`src/rtl/fetch_unit.sv`:
```
// Instruction fetch for a bracket-looping byte machine: reads one byte per 3 cycles, tracks
// '[' return addresses on a small stack and skips forward over loop bodies entered with a zero cell.
module fetch_unit #(
    parameter int STACK_DEPTH = 16
) (
    input  logic       clk,
    input  logic       rst,
    output logic [9:0] imem_addr,
    input  logic [7:0] imem_data,
    input  logic       cell_zero,
    output logic [7:0] ix,
    output logic       ix_valid,
    input  logic       ix_ready,
    output logic       halted,
    output logic       error
);

    localparam int SpW  = $clog2(STACK_DEPTH) + 1;
    localparam int IdxW = (STACK_DEPTH > 1) ? $clog2(STACK_DEPTH) : 1;

    typedef enum logic [2:0] {
        StFetch,
        StWait,
        StIssue,
        StSkip,
        StHalt,
        StErr
    } state_e;

    state_e           state_q, state_d;
    logic [9:0]       pc_q, pc_d;
    logic [9:0]       depth_q, depth_d;
    logic [SpW-1:0]   sp_q, sp_d;
    logic [7:0]       ix_q, ix_d;
    logic             skip_rd_q, skip_rd_d;
    logic [9:0]       stack_q [STACK_DEPTH];
    logic [9:0]       stack_d [STACK_DEPTH];

    logic [IdxW-1:0]  top_idx;
    logic [IdxW-1:0]  push_idx;
    logic [9:0]       top;
    logic [9:0]       pc_inc;
    logic             pc_last;
    logic             stack_empty;
    logic             stack_full;

    function automatic logic is_open(input logic [3:0] nib);
        return (nib[3:1] == 3'b011) && !nib[0];
    endfunction

    function automatic logic is_close(input logic [3:0] nib);
        return (nib[3:1] == 3'b011) && nib[0];
    endfunction

    assign top_idx     = IdxW'(sp_q - SpW'(1));
    assign push_idx    = IdxW'(sp_q);
    assign top         = stack_q[top_idx];
    assign pc_inc      = pc_q + 10'd1;
    assign pc_last     = (pc_q == 10'h3FF);
    assign stack_empty = (sp_q == '0);
    assign stack_full  = (sp_q == SpW'(STACK_DEPTH));

    always_comb begin
        state_d   = state_q;
        pc_d      = pc_q;
        depth_d   = depth_q;
        sp_d      = sp_q;
        ix_d      = ix_q;
        skip_rd_d = skip_rd_q;
        stack_d   = stack_q;

        unique case (state_q)
            StFetch: state_d = StWait;
            StWait: begin
                ix_d    = imem_data;
                state_d = StIssue;
            end
            StIssue: begin
                if (ix_ready) begin
                    // Any pc+1 from 10'h3FF would wrap, so that path always ends in ERR.
                    if (ix_q == 8'hFF) begin
                        if (pc_last) begin
                            state_d = StErr;
                        end else begin
                            pc_d    = pc_inc;
                            state_d = StHalt;
                        end
                    end else if (is_open(ix_q[3:0])) begin
                        if (pc_last) begin
                            state_d = StErr;
                        end else if (cell_zero) begin
                            depth_d   = 10'd1;
                            pc_d      = pc_inc;
                            skip_rd_d = 1'b0;
                            state_d   = StSkip;
                        end else if (stack_full) begin
                            state_d = StErr;
                        end else begin
                            stack_d[push_idx] = pc_q;
                            sp_d              = sp_q + SpW'(1);
                            pc_d              = pc_inc;
                            state_d           = StFetch;
                        end
                    end else if (is_close(ix_q[3:0])) begin
                        if (stack_empty) begin
                            state_d = StErr;
                        end else if (!cell_zero) begin
                            pc_d    = top + 10'd1;
                            state_d = StFetch;
                        end else if (pc_last) begin
                            state_d = StErr;
                        end else begin
                            sp_d    = sp_q - SpW'(1);
                            pc_d    = pc_inc;
                            state_d = StFetch;
                        end
                    end else begin
                        if (pc_last) begin
                            state_d = StErr;
                        end else begin
                            pc_d    = pc_inc;
                            state_d = StFetch;
                        end
                    end
                end
            end
            StSkip: begin
                // skip_rd_q=0: address issued; skip_rd_q=1: imem_data holds the byte at pc.
                if (!skip_rd_q) begin
                    skip_rd_d = 1'b1;
                end else begin
                    skip_rd_d = 1'b0;
                    if (is_open(imem_data[3:0])) begin
                        depth_d = depth_q + 10'd1;
                    end else if (is_close(imem_data[3:0])) begin
                        depth_d = depth_q - 10'd1;
                    end
                    if (pc_last) begin
                        state_d = StErr;
                    end else begin
                        pc_d = pc_inc;
                        if (is_close(imem_data[3:0]) && (depth_q == 10'd1)) begin
                            state_d = StFetch;
                        end
                    end
                end
            end
            StHalt, StErr: ;
            default: state_d = StErr;
        endcase
    end

    always_ff @(posedge clk) begin
        if (rst) begin
            state_q   <= StFetch;
            pc_q      <= '0;
            depth_q   <= '0;
            sp_q      <= '0;
            ix_q      <= '0;
            skip_rd_q <= 1'b0;
        end else begin
            state_q   <= state_d;
            pc_q      <= pc_d;
            depth_q   <= depth_d;
            sp_q      <= sp_d;
            ix_q      <= ix_d;
            skip_rd_q <= skip_rd_d;
        end
    end

    // Entry contents need no reset: sp_q alone defines which entries are live.
    always_ff @(posedge clk) begin
        stack_q <= stack_d;
    end

    assign imem_addr = pc_q;
    assign ix        = ix_q;
    assign ix_valid  = (state_q == StIssue);
    assign halted    = (state_q == StHalt);
    assign error     = (state_q == StErr);

endmodule

```
`config.mk`:
```
export PLATFORM = sky130hd
export DESIGN_NAME = fetch_unit
export DESIGN_NICKNAME = d
export VERILOG_FILES = /design/src/rtl/fetch_unit.sv
export SDC_FILE = /design/constraint.sdc
export NUM_CORES = 1
export LEC_CHECK = 0
export CORE_MARGIN = 5
export CORE_UTILIZATION = 61
export CTS_CLUSTER_DIAMETER = 200
export DETAILED_ROUTE_END_ITERATION = 10
export GPL_TIMING_DRIVEN = 0
export PLACE_DENSITY = 0.8
export SLEW_MARGIN = 20
export SYNTH_ARGS = -nofsm -noshare
export SYNTH_HDL_FRONTEND = slang
export SYNTH_SLANG_ARGS = --single-unit
```
`constraint.sdc`:
```
create_clock -name clk -period 4.7 [get_ports clk]
set_clock_uncertainty 0.15 [all_clocks]
set_input_delay 0.705 -clock clk [delete_from_list [all_inputs] [get_ports clk]]
set_output_delay 0.705 -clock clk [all_outputs]
set_load 0.02 [all_outputs]
```
==> results.txt <==
Status -> finished clean
Pleak -> 3.344 nW
RePlAce Congestion -> 0.9273
Clk_lat worst skew -> 0.44 ns
Crit start category -> flip-flop
Cts bufs inserted -> 17
Aggregate global routing overflow -> 0
Clock slew at reported path FFs -> 0.07 ns
Via-to-Cell Ratio -> 6.594
Seq pwr share -> 51.0%
FF/Latch Area -> 5545 um^2
Site Rows -> 43
Mapped Area -> 8782 um^2
Antenna fix cells -> 0
Die area -> 16900 um^2
Ranking of synthesized cells by area -> edfxtp_1 (55%), mux4_2 (9.5%), dfxtp_1 (8.4%)
Fin. Hold Viols -> 0
Pwr Total -> 3.982 mW
Core footprint -> 13990 um^2
Chip Height -> 130.0 um
Initial antenna violation count -> 0
Post-synth EDFFs -> 160
Pwr per Cell Area -> 397.6 nW/um^2
Antenna viol nets, final -> 0
Slew of the pin with the lowest slew margin -> 1.109 ns
Synthesized flop and latch total -> 197
Distinct cells, synth -> 61
CTS tree -> done
Clock tree root driver cell -> clkbuf_16
Worst EP required -> 4.89 ns
Final WL -> 20110 um
Mapped Cells -> 606
Period utilization -> 95.93%
Max Slew Vio Count -> 0
Final setup fails -> 0
Multi-input logic area -> 3077 um^2
Post-Syn Nets -> 628
Hold slack final -> 0.3605 ns
PortBufs -> 32
Comb pwr share -> 11.5%
Initial DRT Pass Iterations -> 5
Internal power -> 2.950 mW
Fraction of registers with async set/reset -> 0%
First-pass GRT wire length -> 30930 um
Setup bufs post-CTS -> 0
Fin nets -> 683
Synth top area share -> 54.71%
Number of global-route vias before repair -> 5467
Die width -> 130.0 um
H-tree depth -> 4
DR WL/cell -> 23.55 um
Hold crit path type -> reg2reg
Post-Layout Cell Count -> 854
Crit Path Max Fanout -> 10
Min Tclk post-route -> 4.509 ns
Share of cells above drive strength 1 -> 15.73%
Area Overhead vs Synth -> 14.06%
CTS Sinks -> 197
YS warnings -> 0
Sw frac -> 25.93%
GRT Total Usage -> 24.96%
Initial Utilization -> 62.78%
Max cap viols -> 0
Worst slew margin -> 25.77%
Setup TNS Final -> 0 ns
WS Path Type -> reg2reg
Unrepaired setup endpoints after global routing -> no
Avg Synthesized Cell Area -> 14.49 um^2
Hpwl dp -> 13030 um
Placed cells -> 822
Arrival time at the worst endpoint -> 4.69 ns
Largest net degree at the start of global routing -> 25
Switching Power -> 1.033 mW
Synth area leader -> edfxtp_1
Fmax -> 221.8 MHz
Filler Cell Count -> 926
Worst Setup End Kind -> flip-flop
Register area share after synthesis -> 63.14%
Synth Flop Type -> edfxtp_1
Clock power frac -> 37.5%
Final Util -> 71.61%
Initial DRC Count -> 656
Top-Level Pins -> 33
Clock Tree Buf Depth -> 2
Routed via count -> 5631
Remaining DRCs -> 0
Peak supply drop -> 0.0002993 V
[cell usage after synthesis (3+ instances only)]
cell      number
dfxtp_1       37
clkbuf_1      15
nor3_1        17
o22ai_1        3
ha_1          10
a21oi_1       27
a211oi_1       5
mux2_2         3
buf_2          3
nor2_1        62
nand3_1       11
buf_6          3
mux4_2        37
xnor2_1       16
o21ai_1        3
or3_1         10
a31oi_1        9
nand4_1        7
xor2_1         5
nor4b_1        3
and3_1         5
nand2b_1       6
edfxtp_1     160
mux2i_1       33
a311oi_1       3
o221ai_1       4
nor4_1         5
and4_1         5
nand2_1       32
o211ai_1       6
o21ai_0       14
inv_1         11
[cells in the final DEF, fill, tap and decap left out, types with 10 or more instances in the layout]
| master | n |
|---|---|
| edfxtp_1 | 160 |
| nor2_1 | 54 |
| mux4_2 | 37 |
| dfxtp_1 | 37 |
| mux2i_1 | 33 |
| nand2_1 | 32 |
| clkdlybuf4s50_1 | 32 |
| a21oi_1 | 27 |
| clkbuf_16 | 17 |
| clkbuf_1 | 16 |
| xnor2_1 | 16 |
| o21ai_0 | 14 |
| nor3_1 | 13 |
| inv_1 | 11 |
| nand3_1 | 11 |
| or3_1 | 10 |
| ha_1 | 10 |
[what timing repair did]
action                     CTS  global route
setup endpoints to repair    0             8
hold buffers                 0             0
resized for setup            0             1
[logic make-up (layout without fill, tap and decap cells)]
family | Yosys count | in the layout | share of synthesized area [%]
buffers and inverters | 37 | 105 | 2.279
DFF | 197 | 197 | 63.14
xor gates and xnor gates | 22 | 22 | 2.280
AOI/OAI and AO/OA | 89 | 89 | 6.611
and+or+nand+nor | 175 | 175 | 9.902
adders and majority gates | 10 | 10 | 1.425
muxes | 76 | 76 | 14.36
[layout make-up]
class,count,share of cell area (%)
sequential,197,55.36
multi-input combinational,372,30.71
clock buffer,18,4.284
timing repair buffer,36,3.572
tap,180,2.248
clock inverter,14,1.811
buffer,26,1.599
inverter,11,0.4122
[metrics by stage]
step	setup WS, ns	cell area [um^2]
floorplan	0.9456	8782
global placement	0.2738	9328
detailed placement	0.1633	9393
CTS	0.07055	10000
global route	0.008984	10020
finish	0.1913	10020
[worst paths after layout]
kind | cells past startpoint | slack (ns) | from | end
worst min register to register | 2 | 0.36 | skip_rd_q | skip_rd_q
worst max-delay path | 14 | 0.19 | sp_q[0] | imem_addr[9]
worst min-delay path | 2 | 0.36 | skip_rd_q | skip_rd_q
worst max register to register | 14 | 0.19 | sp_q[0] | imem_addr[9]
[layer usage]
layer	track usage, %	part of all wire, %
met1	33.70	40
met2	40.79	49
met3	4.994	7.7
met4	9.169	2.9
met5	0	0
[state kept, by name (all words and copies together), names as in the netlist]
register	count
depth_q	10
imem_addr	10
ix	8
skip_rd_q	1
sp_q	5
stack_q	160
state_q	3
[critical path, cell delays in order (launching register included)]
cell	delay (ns)
dfxtp_1	0.40
buf_6	0.22
buf_12	0.17
inv_1	0.27
ha_1	0.42
buf_4	0.18
buf_8	0.16
clkbuf_1	0.54
mux4_2	0.42
mux2i_1	0.31
nor3_1	0.13
o21ai_1	0.43
nor3_2	0.09
xnor2_1	0.15
a2111oi_2	0.34
[power groups by stage]
stage	Sequential, mW	Clock [mW]	Combinational (mW)
after global placement	2.06	0	0.437
final	2.03	1.49	0.459
after floorplan	2.07	0	0.293
after global routing	2.04	1.59	0.504
after CTS	2.03	1.51	0.457
after detailed placement	2.07	0	0.455
No activity file was read; power rests on OpenSTA's default activity.
